$ cat src/rtl/input_debouncer.sv
// Per-channel 2-FF synchronizer, stability-counter debouncer and edge/toggle generator
// for mechanical switches and buttons. Every output is a flop; i_raw reaches logic only via s1.
module input_debouncer #(
  parameter int N           = 8,
  parameter int CLK_FREQ    = 12000000,
  parameter int DEBOUNCE_MS = 10
) (
  input  logic         clk,
  input  logic         rst,
  input  logic [N-1:0] i_raw,
  output logic [N-1:0] o_level,
  output logic [N-1:0] o_rise,
  output logic [N-1:0] o_fall,
  output logic [N-1:0] o_toggle
);

  localparam int STABLE_RAW    = (CLK_FREQ / 1000) * DEBOUNCE_MS;
  localparam int STABLE_CYCLES = (STABLE_RAW < 1) ? 1 : STABLE_RAW;
  localparam int CNT_W         = $clog2(STABLE_CYCLES + 1);
  localparam logic [CNT_W-1:0] CNT_LAST = CNT_W'(STABLE_CYCLES - 1);
  localparam logic [CNT_W-1:0] CNT_ONE  = CNT_W'(1);
  localparam logic [CNT_W-1:0] CNT_ZERO = CNT_W'(0);

  logic [N-1:0]            s1_q;
  logic [N-1:0]            s2_q;
  logic [N-1:0][CNT_W-1:0] cnt_q;
  logic [N-1:0][CNT_W-1:0] cnt_d;
  logic [N-1:0]            level_q;
  logic [N-1:0]            level_d;
  logic [N-1:0]            rise_q;
  logic [N-1:0]            rise_d;
  logic [N-1:0]            fall_q;
  logic [N-1:0]            fall_d;
  logic [N-1:0]            toggle_q;
  logic [N-1:0]            toggle_d;

  // Qualify phase: count while the synchronized input disagrees with level; commit on the last count.
  always_comb begin
    cnt_d    = cnt_q;
    level_d  = level_q;
    rise_d   = '0;
    fall_d   = '0;
    toggle_d = toggle_q;
    for (int n = 0; n < N; n++) begin
      if (s2_q[n] != level_q[n]) begin
        if (cnt_q[n] == CNT_LAST) begin
          cnt_d[n]    = CNT_ZERO;
          level_d[n]  = s2_q[n];
          rise_d[n]   = s2_q[n];
          fall_d[n]   = ~s2_q[n];
          toggle_d[n] = toggle_q[n] ^ s2_q[n];
        end else begin
          cnt_d[n] = cnt_q[n] + CNT_ONE;
        end
      end else begin
        cnt_d[n] = CNT_ZERO;
      end
    end
  end

  // State and output registers; asynchronous reset clears everything at once.
  always_ff @(posedge clk or posedge rst) begin
    if (rst) begin
      s1_q     <= '0;
      s2_q     <= '0;
      cnt_q    <= '0;
      level_q  <= '0;
      rise_q   <= '0;
      fall_q   <= '0;
      toggle_q <= '0;
    end else begin
      s1_q     <= i_raw;
      s2_q     <= s1_q;
      cnt_q    <= cnt_d;
      level_q  <= level_d;
      rise_q   <= rise_d;
      fall_q   <= fall_d;
      toggle_q <= toggle_d;
    end
  end

  assign o_level  = level_q;
  assign o_rise   = rise_q;
  assign o_fall   = fall_q;
  assign o_toggle = toggle_q;

endmodule

$ cat config.mk
export PLATFORM = sky130hd
export DESIGN_NAME = input_debouncer
export DESIGN_NICKNAME = d
export VERILOG_FILES = /design/src/rtl/input_debouncer.sv
export SDC_FILE = /design/constraint.sdc
export NUM_CORES = 1
export LEC_CHECK = 0
export CAP_MARGIN = 25
export CORE_ASPECT_RATIO = 0.8
export CORE_UTILIZATION = 65
export CTS_BUF_LIST = sky130_fd_sc_hd__clkbuf_4 sky130_fd_sc_hd__clkbuf_8
export DETAILED_ROUTE_END_ITERATION = 10
export GPL_TIMING_DRIVEN = 0
export PLACE_DENSITY = 0.85
export SYNTH_ARGS = -nofsm -noshare
export SYNTH_HDL_FRONTEND = slang
export SYNTH_SLANG_ARGS = --single-unit
export TNS_END_PERCENT = 100
$ cat constraint.sdc
create_clock -name clk -period 19.65 [get_ports clk]
set_input_delay 4.9125 -clock clk [delete_from_list [all_inputs] [get_ports clk]]
set_output_delay 4.9125 -clock clk [all_outputs]
set_load 0.05 [all_outputs]
* Word-level counts from Yosys, hierarchy flattened *
Cells that the tools add are included.

word-level totals
  input port bits = 10
  word-level logic and storage cells = 124
  output and inout port bits = 32
  register bits after elaboration = 184

operators by class
  bitwise gates (word level) = 16
  reduce and logical (&&, ||, !) cells = 8
  add/subtract/negate cells = 8
  multiplexer cells = 48
  equal/unequal tests = 16

operators by type and width
  operator                 count
  $mux W17                 16
  $add A17 B1 Y17 const B  8
  $eq A17 B17 Y1 const B   8
  $mux W1                  32
  $reduce_and A2 Y1        8
  $ne A1 B1 Y1             8
  $not A1 Y1               8
  $xor A1 B1 Y1            8

* Depth between registers and ports, before layout *
Gate-level depths: netlist of run 1.

  depth in word-level cells = 3
  mapped depth = 8
  mapped depth without buffers = 5

* Worst setup path before layout of run 1 *
No wires, ideal clock.

  path kind = register -> output
  start = reg level_q[0], in the netlist o_level[0]
  end = out o_level[0]
  required time = 14.737 ns
  setup slack = 14.075 ns
  cell stages (with the launch flop) = 1
  arrival = 0.662 ns
  buffers on the path = 0
  cell sequence = dfrtp_1

RTL lines
  what                    line  text
  start, declared         28    logic [N-1:0] level_q;
  start signal, assigned  75    level_q <= level_d;
  end, declared           11    output logic [N-1:0] o_level,

No word-level cell between the ends.

* Final worst setup path of run 1 *
  start = reg level_q[3], in the netlist o_level[3]
  end = out o_level[3]

No word-level cell between the ends.

==> impl_metrics.py, run 1 <==
metrics = {
    "die": {
        "die_w_um": 130.6,
        "start_util": 0.6681,
        "fp-row-count": 37,
        "ios": 42,
        "die_h_um": 104.9,
        "core_um2": 12870,
        "die_area_um2": 13700,
    },
    "cells_and_area": {
        "finalNetCount": 901,
        "finalInstanceArea_um2": 9674,
        "fillCellCount": 898,
        "final_cell_count_no_fill": 1071,
        "regArea_um2": 4604,
        "fin_util": 0.7517,
        "layout_common_cells": "dfrtp_1, nor2_1, xnor2_1",
        "syn_to_final_growth_pct": 12.51,
        "drive_above_1_share": 0.07478,
        "multi_input_area_um2": 3785,
        "n_antenna_cell": 0,
        "final_common_cell": "dfrtp_1",
    },
    "status": {
        "status": "finished clean",
    },
    "worst_hold_path": {
        "min_to": "s2_q[2]$_DFF_PP0_",
        "min_from": "s1_q[2]$_DFF_PP0_",
        "hold_class": "reg2reg",
        "whs_path_depth": 0,
    },
    "worst_setup_path": {
        "crit_type": "reg2out",
        "rr_worst_depth": 8,
        "path_max_fanout": 6,
        "critical-path-top-delay-family": "buffers and inverters",
        "cp.arrival_ns": 1.75,
        "cp-start-kind": "register",
        "path_cells": "clkdlybuf4s50_1",
        "r2r_start": "cnt_q[119]$_DFF_PP0_",
        "cp.required_ns": 14.74,
        "timing.rr.end": "cnt_q[131]$_DFF_PP0_",
        "timing.critical_path.buf_inv": 1,
        "rrSetupSlack_ns": 17.39,
        "cp_slowest_cell": "clkdlybuf4s50_1",
        "slowest_delay_ns": 0.85,
        "endpoint_kind": "output pin",
    },
    "placed_design": {
        "dp_cells": 1039,
        "pre_cts_slack_ns": 13.32,
        "placed_area_um2": 9263,
        "hpwl_um": 10740,
        "gp_congestion": 0.8805,
        "place.port_buffers": 41,
    },
    "sta": {
        "setup_viol": 0,
        "period_needed_ns": 6.658,
        "hold_slack_ns": 0.3552,
        "fin_skew_ns": 0.009443,
        "period_share": 0.3388,
        "rsz0062_at_grt": "no",
        "tightest_slew_ns": 0.5626,
        "clock.fmax_mhz": 150.2,
        "max_slew_margin": 0.6196,
        "fin_ws_ns": 12.99,
        "finalHoldViolCount": 0,
        "drv_slew": 0,
        "tns_ns": 0,
    },
    "synth": {
        "synth-async-reset-ratio": 1.000,
        "synth.cell_area_um2": 8598,
        "synthFlopType": "dfrtp_1",
        "syn_area_per_cell_um2": 10.46,
        "synthTopCellsByArea": "dfrtp_1, xnor2_1, nor2_1, xor2_1, nand4_1",
        "yosysTopAreaCell": "dfrtp_1",
        "yosysWarnings": 0,
        "synth-seq-cells": 184,
        "netlist.area_leader.share": 0.5355,
        "synth.net_count": 840,
        "synth-edff-count": 0,
        "ys_seq_area_frac": 0.5355,
        "synth_cells": 822,
        "yosys.cell_types.count": 47,
    },
    "drt": {
        "via_per_inst": 5.804,
        "wire_per_inst_um": 14.78,
        "vias": 6216,
        "wl_um": 15830,
        "first_pass_iters": 6,
        "drc": 0,
        "drt_iter0_drc": 449,
        "ant_nets": 0,
    },
    "power_and_ir_drop": {
        "intPower_mw": 0.5211,
        "power_frac_comb": 0.039,
        "clockPowerShare": 0.377,
        "switching_share": 0.2193,
        "total_power_mw": 0.6675,
        "peakVddDrop_v": 0.00005060,
        "p_seq_frac": 0.584,
        "p_leak_nw": 3.844,
        "powerDensity_nw_per_um2": 69.00,
        "switching_power_mw": 0.1464,
    },
    "global_route": {
        "antenna_found_initial": 0,
        "grt-ovfl-total": 0,
        "grt_pass1_wl_um": 27170,
        "grt_start_max_net_pins": 111,
        "grt_use_total": 0.2506,
        "grt_pass1_vias": 6017,
    },
    "clock_tree": {
        "htree_num_levels": 4,
        "postCtsHoldBufs": 0,
        "postCtsSetupBuffers": 0,
        "ctsResizeCount": 0,
        "cts_buffers": 17,
        "cts_tree": "built",
        "clk-insertion-delay-late_ns": 0.46,
        "root_buffer": "clkbuf_8",
        "clk_pin_slew_ns": 0.08,
        "cts_sinks": 184,
        "cts_buffer_depth": 2,
    },
    "job": {
        "maxCapViolCount": 0,
    },
}
-- how the worst max path moves through the flow --
| stage | start | end | slack (ns) | depth (start not counted) |
|---|---|---|---|---|
| after floorplan | rst | cnt_q[0]$_DFF_PP0_ | 9.74 | 1 |
| after global placement | rst | o_fall[2]$_DFF_PP0_ | 7.80 | 2 |
| after detailed placement | rst | o_fall[2]$_DFF_PP0_ | 13.32 | 3 |
| after CTS | o_level[3]$_DFFE_PP0P_ | o_level[3] | 12.95 | 1 |
| after global routing | o_level[3]$_DFFE_PP0P_ | o_level[3] | 12.88 | 1 |
| final | o_level[3]$_DFFE_PP0P_ | o_level[3] | 12.99 | 1 |
-- cell usage after synthesis, types with 6 or more instances --
| master | number |
|---|---|
| mux2_2 | 6 |
| nand2_1 | 39 |
| ha_1 | 8 |
| nand3_1 | 48 |
| nand3b_1 | 8 |
| and4_1 | 9 |
| nor3_1 | 22 |
| xnor2_1 | 85 |
| or4bb_1 | 7 |
| nor2_1 | 146 |
| xor2_1 | 46 |
| and3_1 | 7 |
| nor4_1 | 39 |
| dfrtp_1 | 184 |
| nor3b_1 | 14 |
| or4_1 | 6 |
| nand4_1 | 51 |
| clkbuf_1 | 12 |
| inv_1 | 21 |
-- state kept, by name (all words and copies together) (netlist names) --
signal,flops
s2_q,8
o_level,8
o_rise,8
s1_q,8
o_fall,8
o_toggle,8
cnt_q,136
-- power by group through the flow --
| stage | sequential, mW | clock [mW] | combinational, mW |
|---|---|---|---|
| after detailed placement | 0.398 | 0 | 0.0266 |
| after floorplan | 0.396 | 0 | 0.0186 |
| after global placement | 0.397 | 0 | 0.0245 |
| final | 0.390 | 0.251 | 0.0259 |
| after CTS | 0.390 | 0.258 | 0.0267 |
| after global routing | 0.391 | 0.273 | 0.0300 |
-- kinds of logic after synthesis --
kind of cell / Yosys count / synth area share
AND/OR/NAND/NOR: 438 / 0.2778
adder cells (fa/ha/maj): 8 / 0.01164
AO/OA/AOI/OAI: 11 / 0.007712
buffers and inverters: 43 / 0.02430
multiplexers: 7 / 0.009603
XOR/XNOR: 131 / 0.1334
flip-flops: 184 / 0.5355
-- routing by layer --
layer / global-route usage / up-vias / wire length (µm)
met5: 0 / - / 0
met4: 0.09442 / 0 / 176
met3: 0.05837 / 16 / 631
met2: 0.3908 / 143 / 7657
met1: 0.3417 / 3071 / 7368
li1: - / 2986 / -
-- layout make-up --
class | count | share of cell area
flip-flops and latches | 184 | 0.4759
multi-input cells | 595 | 0.3912
repair buffers | 42 | 0.04527
clock buffers | 27 | 0.03647
well taps | 175 | 0.02263
plain buffers | 22 | 0.01345
inverters | 21 | 0.008924
clock inverters | 5 | 0.006079
Note: power is estimated with default switching activity, not from simulation.
==> inputs of run 2 (changes only) <==
--- a/config.mk
+++ b/config.mk
@@ -7,11 +7,11 @@
 export LEC_CHECK = 0
 export CAP_MARGIN = 25
 export CORE_ASPECT_RATIO = 0.8
-export CORE_UTILIZATION = 65
+export CORE_UTILIZATION = 56
 export CTS_BUF_LIST = sky130_fd_sc_hd__clkbuf_4 sky130_fd_sc_hd__clkbuf_8
 export DETAILED_ROUTE_END_ITERATION = 10
 export GPL_TIMING_DRIVEN = 0
-export PLACE_DENSITY = 0.85
+export PLACE_DENSITY = 0.78
 export SYNTH_ARGS = -nofsm -noshare
 export SYNTH_HDL_FRONTEND = slang
 export SYNTH_SLANG_ARGS = --single-unit
==> constraint.sdc (replaced) <==
create_clock -name clk -period 5.9 [get_ports clk]
set_input_delay 1.475 -clock clk [delete_from_list [all_inputs] [get_ports clk]]
set_output_delay 1.475 -clock clk [all_outputs]
set_load 0.05 [all_outputs]
==> run 2 against run 1 <==
  * Non-clock buffer count rose by 4
  * Flip-flop and latch count did not move
  * Wire length down 3.0%
  * Clock power rose to 3.8 times the previous value
  * Power rose to 3.5 times the previous value
  * Core utilization fell by 9.9 points
  * Highest routed layer unchanged
==> impl_metrics.py, run 2 (synthesized netlist as in run 1, its figures left out) <==
metrics = {
    "die": {
        "core_um2": 15010,
        "die_h_um": 112.8,
        "fp-row-count": 40,
        "die_area_um2": 15860,
        "start_util": 0.5727,
        "ios": 42,
        "die_w_um": 140.5,
    },
    "cells_and_area": {
        "fin_util": 0.6532,
        "syn_to_final_growth_pct": 14.06,
        "largest-register": "cnt_q",
        "finalInstanceArea_um2": 9807,
        "drive_above_1_share": 0.07889,
        "n_antenna_cell": 0,
        "layout_common_cells": "dfrtp_1, nor2_1, xnor2_1",
        "largest_reg_flops": 136,
        "fillCellCount": 1176,
        "finalNetCount": 905,
        "final_common_cell": "dfrtp_1",
    },
    "clock_tree": {
        "htree_num_levels": 4,
        "cts_tree": "built",
        "postCtsHoldBufs": 0,
        "root_buffer": "clkbuf_8",
        "ctsResizeCount": 0,
        "cts_buffers": 17,
        "clk_pin_slew_ns": 0.09,
        "cts_buffer_depth": 2,
        "clk-insertion-delay-late_ns": 0.47,
        "postCtsSetupBuffers": 0,
        "cts_sinks": 184,
    },
    "drt": {
        "drt_iter0_drc": 358,
        "vias": 6055,
        "drc": 0,
        "highest_layer": "met4",
        "wl_met1_um": 7742,
        "wl_um": 15360,
        "wl_met2_um": 6863,
        "ant_nets": 0,
        "dr_wl_met3_um": 591,
        "wire_per_inst_um": 14.10,
        "via_per_inst": 5.560,
        "first_pass_iters": 6,
    },
    "worst_setup_path": {
        "cp.arrival_ns": 1.76,
        "timing.critical_path.buf_inv": 1,
        "path_max_fanout": 6,
        "cp.required_ns": 4.43,
        "cp.depth": 1,
        "critical-path-top-delay-family": "buffers and inverters",
        "cp_slowest_cell": "clkdlybuf4s50_1",
        "slowest_delay_ns": 0.84,
        "cp-start-kind": "register",
        "crit_type": "reg2out",
        "rr_worst_depth": 8,
        "rrSetupSlack_ns": 3.65,
        "endpoint_kind": "output pin",
        "path_cells": "clkdlybuf4s50_1",
    },
    "worst_hold_path": {
        "whs_path_depth": 0,
        "hold_class": "reg2reg",
    },
    "job": {
        "maxCapViolCount": 0,
    },
    "power_and_ir_drop": {
        "intPower_mw": 1.819,
        "p_leak_nw": 3.896,
        "peakVddDrop_v": 0.0001468,
        "switching_share": 0.2225,
        "p_seq_frac": 0.556,
        "powerDensity_nw_per_um2": 238.6,
        "power_frac_comb": 0.039,
        "switching_power_mw": 0.5207,
        "clockPowerShare": 0.405,
    },
    "placed_design": {
        "hpwl_um": 10560,
        "placed_area_um2": 9349,
        "gp_congestion": 0.8542,
        "place.port_buffers": 41,
    },
    "sta": {
        "hold_slack_ns": 0.3559,
        "tightest_slew_ns": 0.5687,
        "tns_ns": 0,
        "clock.fmax_mhz": 308.7,
        "period_needed_ns": 3.240,
        "setup_viol": 0,
        "rsz0062_at_grt": "no",
        "period_share": 0.5491,
        "finalHoldViolCount": 0,
        "drv_slew": 0,
        "max_slew_margin": 0.6183,
        "fin_skew_ns": 0.01111,
    },
    "global_route": {
        "grt_pass1_wl_um": 26930,
        "grt_start_max_net_pins": 44,
        "grt_use_total": 0.2117,
        "grt-ovfl-total": 0,
        "grt_pass1_vias": 5714,
        "antenna_found_initial": 0,
    },
    "status": {
        "status": "finished clean",
    },
}
run 2: power by group through the flow:
stage	Combinational [mW]	Sequential (mW)	Clock [mW]
floorplan	0.0621	1.32	0
global placement	0.0842	1.32	0
detailed placement	0.0943	1.32	0
CTS	0.0944	1.30	0.980
global route	0.106	1.30	1.03
finish	0.0914	1.30	0.949
run 2: layout make-up:
| class | count | area (µm²) | share of cell area |
|---|---|---|---|
| clock buffers | 21 | 289.0 | 0.02947 |
| clock inverters | 11 | 168.9 | 0.01722 |
| flip-flops and latches | 184 | 4604 | 0.4695 |
| well taps | 189 | 236.5 | 0.02411 |
| multi-input cells | 595 | 3785 | 0.3859 |
| plain buffers | 22 | 130.1 | 0.01327 |
| inverters | 21 | 82.58 | 0.008421 |
| repair buffers | 46 | 510.5 | 0.05205 |
run 2: path summary, 6_finish.rpt:
check	start	to
max	o_level[2]$_DFFE_PP0P_	o_level[2]
min	s1_q[2]$_DFF_PP0_	s2_q[2]$_DFF_PP0_
max reg2reg	cnt_q[119]$_DFF_PP0_	cnt_q[127]$_DFF_PP0_
min reg2reg	s1_q[2]$_DFF_PP0_	s2_q[2]$_DFF_PP0_
max in group asynchronous	rst	s1_q[6]$_DFF_PP0_
min in group asynchronous	rst	cnt_q[64]$_DFF_PP0_
run 2: through the flow:
| stage | total power [mW] | cells | setup WS (ns) |
|---|---|---|---|
| finish | 2.340 | 1089 | 2.660 |
| global placement | 1.408 | 1052 | 0.6708 |
| floorplan | 1.382 | 822 | 2.060 |
| global route | 2.437 | 1089 | 2.583 |
| CTS | 2.375 | 1089 | 2.625 |
| detailed placement | 1.419 | 1057 | 2.953 |
run 2: layer usage:
metal	vias to the layer above	GRT usage
met5	-	0
met4	0	0.06522
met3	12	0.05925
met2	103	0.3080
met1	2937	0.3089
li1	3003	-
